<file path="config.mk">
export PLATFORM = sky130hd
export DESIGN_NAME = mem_arbiter
export DESIGN_NICKNAME = d
export VERILOG_FILES = /design/src/rtl/mem_arbiter.sv
export SDC_FILE = /design/constraint.sdc
export NUM_CORES = 1
export LEC_CHECK = 0
export BUFFER_PORTS_ARGS = -buffer_cell sky130_fd_sc_hd__clkbuf_2
export CAP_MARGIN = 20
export CELL_PAD_IN_SITES_DETAIL_PLACEMENT = 2
export CELL_PAD_IN_SITES_GLOBAL_PLACEMENT = 2
export CORE_UTILIZATION = 26
export CTS_CLUSTER_SIZE = 8
export DETAILED_ROUTE_END_ITERATION = 8
export PLACE_DENSITY_LB_ADDON = 0.08
export SLEW_MARGIN = 20
export SYNTH_ARGS = -nofsm -noshare
export SYNTH_HDL_FRONTEND = slang
export SYNTH_SLANG_ARGS = --single-unit
</file>
<file path="constraint.sdc">
create_clock -name clock -period 1.9 [get_ports clock]
set_input_delay 0 -clock clock [delete_from_list [all_inputs] [get_ports clock]]
set_output_delay 0 -clock clock [all_outputs]
set_load 0.005 [all_outputs]
</file>
<file path="src/rtl/mem_arbiter.sv">
// mem_arbiter: boot sequencer plus fetch/data arbiter for a single-port RAM.
// All RAM control outputs come straight from flops so the level-sensitive
// RAM write never sees a glitching address or data bus.
//
// state  | meaning
// -------+-------------------------------------------------------------
// BOOT   | ram_start high, counting BOOT_CYCLES, requests ignored
// IDLE   | requests sampled, grant decided, address/data latched
// ACCESS | ram_r or ram_w high, read data captured at end of cycle
// RESP   | one-cycle ack to the granted port
module mem_arbiter #(
  parameter int ADDR_W       = 9,
  parameter int DATA_W       = 32,
  parameter int BOOT_CYCLES  = 2,
  parameter int STARVE_LIMIT = 4
) (
  input  logic              clock,
  input  logic              clear,
  input  logic              if_req,
  input  logic [ADDR_W-1:0] if_addr,
  output logic [DATA_W-1:0] if_rdata,
  output logic              if_ack,
  input  logic              d_req,
  input  logic              d_we,
  input  logic [ADDR_W-1:0] d_addr,
  input  logic [DATA_W-1:0] d_wdata,
  output logic [DATA_W-1:0] d_rdata,
  output logic              d_ack,
  output logic              ram_r,
  output logic              ram_w,
  output logic [ADDR_W-1:0] ram_addr,
  output logic [DATA_W-1:0] ram_din,
  input  logic [DATA_W-1:0] ram_dout,
  output logic              ram_start,
  output logic              busy
);

  typedef enum logic [1:0] {S_BOOT, S_IDLE, S_ACCESS, S_RESP} state_t;

  state_t            r_state;
  state_t            w_next_state;
  logic [3:0]        r_boot_cnt;
  logic [2:0]        r_streak;
  logic              r_src_d;
  logic              r_we;
  logic              r_ram_r;
  logic              r_ram_w;
  logic [ADDR_W-1:0] r_ram_addr;
  logic [DATA_W-1:0] r_ram_din;
  logic [DATA_W-1:0] r_if_rdata;
  logic [DATA_W-1:0] r_d_rdata;
  logic              r_if_ack;
  logic              r_d_ack;

  logic              w_boot_done;
  logic              w_starved;
  logic              w_grant_d;
  logic              w_grant_if;

  assign w_boot_done = (r_boot_cnt == 4'(BOOT_CYCLES - 1));
  // Fetch only wins a contested cycle once data has taken STARVE_LIMIT in a row.
  assign w_starved   = (r_streak == 3'(STARVE_LIMIT));
  assign w_grant_d   = (r_state == S_IDLE) && d_req && !(if_req && w_starved);
  assign w_grant_if  = (r_state == S_IDLE) && if_req && !w_grant_d;

  // State register.
  always_ff @(posedge clock) begin
    if (clear) r_state <= S_BOOT;
    else       r_state <= w_next_state;
  end

  // Next-state decode.
  always_comb begin
    w_next_state = r_state;
    case (r_state)
      S_BOOT:   if (w_boot_done) w_next_state = S_IDLE;
      S_IDLE:   if (w_grant_d || w_grant_if) w_next_state = S_ACCESS;
      S_ACCESS: w_next_state = S_RESP;
      S_RESP:   w_next_state = S_IDLE;
      default:  w_next_state = S_BOOT;
    endcase
  end

  // Boot counter: runs only while in BOOT, parked at zero otherwise.
  always_ff @(posedge clock) begin
    if (clear)                                 r_boot_cnt <= '0;
    else if (r_state == S_BOOT && !w_boot_done) r_boot_cnt <= r_boot_cnt + 4'd1;
    else                                       r_boot_cnt <= '0;
  end

  // Grant latching, RAM strobes, read-data capture, acks and starvation streak.
  always_ff @(posedge clock) begin
    if (clear) begin
      r_src_d    <= 1'b0;
      r_we       <= 1'b0;
      r_ram_r    <= 1'b0;
      r_ram_w    <= 1'b0;
      r_ram_addr <= '0;
      r_ram_din  <= '0;
      r_if_rdata <= '0;
      r_d_rdata  <= '0;
      r_if_ack   <= 1'b0;
      r_d_ack    <= 1'b0;
      r_streak   <= '0;
    end else begin
      r_ram_r  <= 1'b0;
      r_ram_w  <= 1'b0;
      r_if_ack <= 1'b0;
      r_d_ack  <= 1'b0;

      if (w_grant_d || w_grant_if) begin
        r_src_d    <= w_grant_d;
        r_we       <= w_grant_d && d_we;
        r_ram_addr <= w_grant_d ? d_addr : if_addr;
        if (w_grant_d && d_we) r_ram_din <= d_wdata;
        r_ram_r    <= w_grant_if || (w_grant_d && !d_we);
        r_ram_w    <= w_grant_d && d_we;
      end

      if (r_state == S_ACCESS) begin
        if (!r_we) begin
          if (r_src_d) r_d_rdata  <= ram_dout;
          else         r_if_rdata <= ram_dout;
        end
        r_d_ack  <= r_src_d;
        r_if_ack <= !r_src_d;
      end

      if (w_grant_d) begin
        if (!if_req)         r_streak <= '0;
        else if (!w_starved) r_streak <= r_streak + 3'd1;
      end else if (w_grant_if) begin
        r_streak <= '0;
      end
    end
  end

  assign ram_r     = r_ram_r;
  assign ram_w     = r_ram_w;
  assign ram_addr  = r_ram_addr;
  assign ram_din   = r_ram_din;
  assign if_rdata  = r_if_rdata;
  assign d_rdata   = r_d_rdata;
  assign if_ack    = r_if_ack;
  assign d_ack     = r_d_ack;
  assign ram_start = (r_state == S_BOOT);
  assign busy      = (r_state != S_IDLE);

endmodule

</file>
==> key figures <==
Run status
  • Run status: finished clean

Clock tree
  • Clock Latency Late Sink: roughly 400 ps
  • Clock sink total: 120
  • Post-CTS sizing: 0
  • CTS tree: done
  • Post-CTS Setup Bufs: 0
  • Hold_buf cts: 83
  • Reg clk slew, reported paths: about 60 ps
  • Total CTS buffers: 17
  • Clk buf depth: 2
  • CTS root buf: clkbuf_16
  • H-tree Lvls: 4

Worst setup path
  • Arrival @ worst endpoint: about 2000 ps
  • Nature of the critical path startpoint: flop
  • CP Max Fanout: 43
  • Critical Path RT: 2180 ps
  • Slowest stage cell, crit path: dfxtp_1
  • FF-to-FF setup slack: 240 ps
  • CP Cell Sequence: inv_1 > ha_1 > nand2_1 > buf_12 > o31ai_1 > a21oi_1
  • Crit path largest cell delay: 330 ps
  • Worst setup EP type: flop
  • CP Class: reg2reg

Power and ir drop
  • Pint: about 5.6 mW
  • Sw Ratio: between 30 and 40%
  • PD cells: 1090 nW/um^2
  • Pleak: about 3.0 nW
  • Clock Power Share: between 30% and 40%
  • Seq pwr share: between 30% and 40%
  • Maximum VDD drop: around 600 uV
  • Total chip power: roughly 8.0 mW
  • Net load switching power: roughly 2.4 mW
  • Combinational cell fraction of total power: between 20% and 30%

Placed design
  • GP Congestion: approximately 0.74
  • IO Port Bufs: around 200
  • Placed cells: about 950
  • Post-DP Area: between 5000 and 6000 sq um
  • DP HPWL: between 10 and 15 mm
  • Pre-CTS WS: roughly 270 ps

Floorplan
  • Horiz. Die Dim: between 100 and 150 um
  • Core Region: approximately 18000 sq um
  • # IOs: roughly 200
  • # rows: 48
  • Die area: 18700 sq um
  • Starting density of the core: between 20% and 30%
  • Die span in y: ~140 um

Worst hold path
  • Hold Path Class: in2reg

Yosys
  • Synthesis Warnings: 0
  • Seq/Total Area, Yosys: approximately half
  • Post-synth ARST share: 0%
  • Syn_nets: between 600 and 700
  • Mapped Avg Cell Area: roughly 8.4 sq um
  • Synth top area cells: dfxtp_1 (51%), nand2_1 (11%), a21oi_1 (11%)
  • Post-Syn Area: roughly 4700 sq um
  • Number of synthesized flops with an enable pin: 0
  • Top FF cell, synth: dfxtp_1
  • Post-synth cell types: 34
  • Number of synthesized register bits: 120
  • Mapped Cells: approximately 560
  • Post-synth top area cell: dfxtp_1
  • Share of the synthesized area in the top cell type: between 50% and 60%

Timing
  • Post-layout minimum cycle time: about 1700 ps
  • Setup ws final: approximately 240 ps
  • Slew Limit Headroom: 61.9%
  • Final Setup Violations: 0
  • Crit share post-route: roughly 90%
  • Max Slew Vio Count: 0
  • Fmax: around 600 MHz
  • Fin Clk Skew: ~6.7 ps
  • Hold_ws: ~82 ps
  • Fin. Hold Viols: 0
  • Least-Margin Pin Slew: 571 ps
  • TNS Setup: 0 ps
  • RSZ-0062 raised after global routing: false

Flow run
  • Max cap viols: 0

Drt
  • Metal3 WL: ~990 um
  • Met1 WL: around 7.9 mm
  • DRC: 0
  • Drt via density: about 4.9
  • Top layer in use: met4
  • Total number of vias: 5149
  • Number of DRC markers in iteration 0: around 150
  • Post-DRT Antenna Nets: 0
  • Per-cell routed wire length: roughly 17 um
  • DR pass1 iterations: 4
  • Final wirelength: 18.4 mm
  • WL met2: between 9 and 10 mm

Cells and area
  • Final instance count without filler cells: 1060
  • N_diodes: 0
  • Design area: 7320 sq um
  • Share of layout cells above drive strength 1: between 20% and 30%
  • Fin nets: roughly 920
  • Final cell utilization of the core: between 40% and 50%
  • Area grow syn2layout: 55.2%

GRT
  • GR Overflow Total: 0
  • Vias in the first global route: around 5600
  • Initial antenna violation count: 0
  • Gr usage total: around 20%
  • First-pass GRT wire length: 29.1 mm
  • Largest net degree at the start of global routing: 49
## layout by cell type, fill, tap and decap left out, types with 2 or more instances in the layout
cell	count
clkbuf_2	196
nand2_1	143
dfxtp_1	120
a21oi_1	103
dlygate4sd3_1	83
nand4_1	35
o31ai_1	32
clkbuf_16	17
nand3_1	13
nor3_1	13
a311oi_1	9
buf_4	9
buf_12	8
inv_1	7
ha_1	7
clkbuf_8	5
clkinv_2	5
nor2_1	3
nand2b_1	3
o211ai_1	2
and3b_1	2
xor2_1	2
clkinvlp_4	2
## kinds of logic (layout without fill, tap and decap cells)
| logic type | Yosys count | count (layout) | share of synthesized area, % |
|---|---|---|---|
| AOI/OAI and AO/OA | 150 | 150 | 18.6 |
| xor gates and xnor gates | 3 | 3 | 0.557 |
| adders and majority gates | 7 | 7 | 1.86 |
| buffers and inverters | 63 | 334 | 6.76 |
| DFF | 120 | 120 | 50.9 |
| muxes | 1 | 1 | 0.212 |
| and+or+nand+nor | 220 | 220 | 21.1 |
## path summary, 6_finish.rpt
| kind | from | end | cells after the start |
|---|---|---|---|
| max | r_state[1] | ram_din[4] | 6 |
| min | clear | d_rdata[29] | 2 |
| max reg2reg | r_state[1] | ram_din[4] | 6 |
| min reg2reg | d_rdata[30] | d_rdata[30] | 2 |
## per-layer routing
| metal | vias to the layer above | GRT usage (%) |
|---|---|---|
| met2 | 143 | 36.2 |
| met5 | - | 0 |
| met4 | 0 | 7.72 |
| met1 | 2497 | 23.2 |
| li1 | 2488 | - |
| met3 | 21 | 4.78 |
## power by group through the flow
stage                     combinational [mW]  clock [mW]  sequential (mW)
after CTS                               1.90        3.20             3.02
after global routing                    2.07        3.31             3.06
after floorplan                        0.936           0             3.05
final                                   1.87        3.10             3.02
after detailed placement                1.75           0             3.07
after global placement                  1.69           0             3.05
## cells in the mapped netlist (all sizes together), types with 2 or more instances
cell type  count
nor3          13
nand3         13
nand2b         3
a311oi         9
ha             7
nor2           3
inv            7
and3b          2
nand2        144
o211ai         2
o31ai         32
a21oi        103
xor2           2
clkbuf        21
buf           35
dfxtp        120
nor3b          2
or3b           2
nand4         35
## sequential cells by signal (all words and copies together) (netlist names)
name / flops
ram_din: 32
if_ack: 1
ram_r: 1
r_boot_cnt: 4
ram_w: 1
d_rdata: 32
ram_addr: 9
r_state: 2
if_rdata: 32
r_src_d: 1
r_streak: 3
d_ack: 1
r_we: 1
## final cells by class
type / count / area (sq um)
multi-input combinational: 381 / 2010
inverter: 7 / 26.3
clock buffer: 23 / 498
sequential: 120 / 2400
clock inverter: 8 / 70.1
timing repair buffer: 296 / 2040
tap: 225 / 282
fill: 1965 / 10200
## critical path, delay by kind of cell (launching register included)
family	cells	cell delay, ps
AO/OA/AOI/OAI	2	470
flip-flops	1	330
buffers and inverters	2	290
adder cells (fa/ha/maj)	1	290
AND/OR/NAND/NOR	1	140
Note: power is estimated with default switching activity, not from simulation.
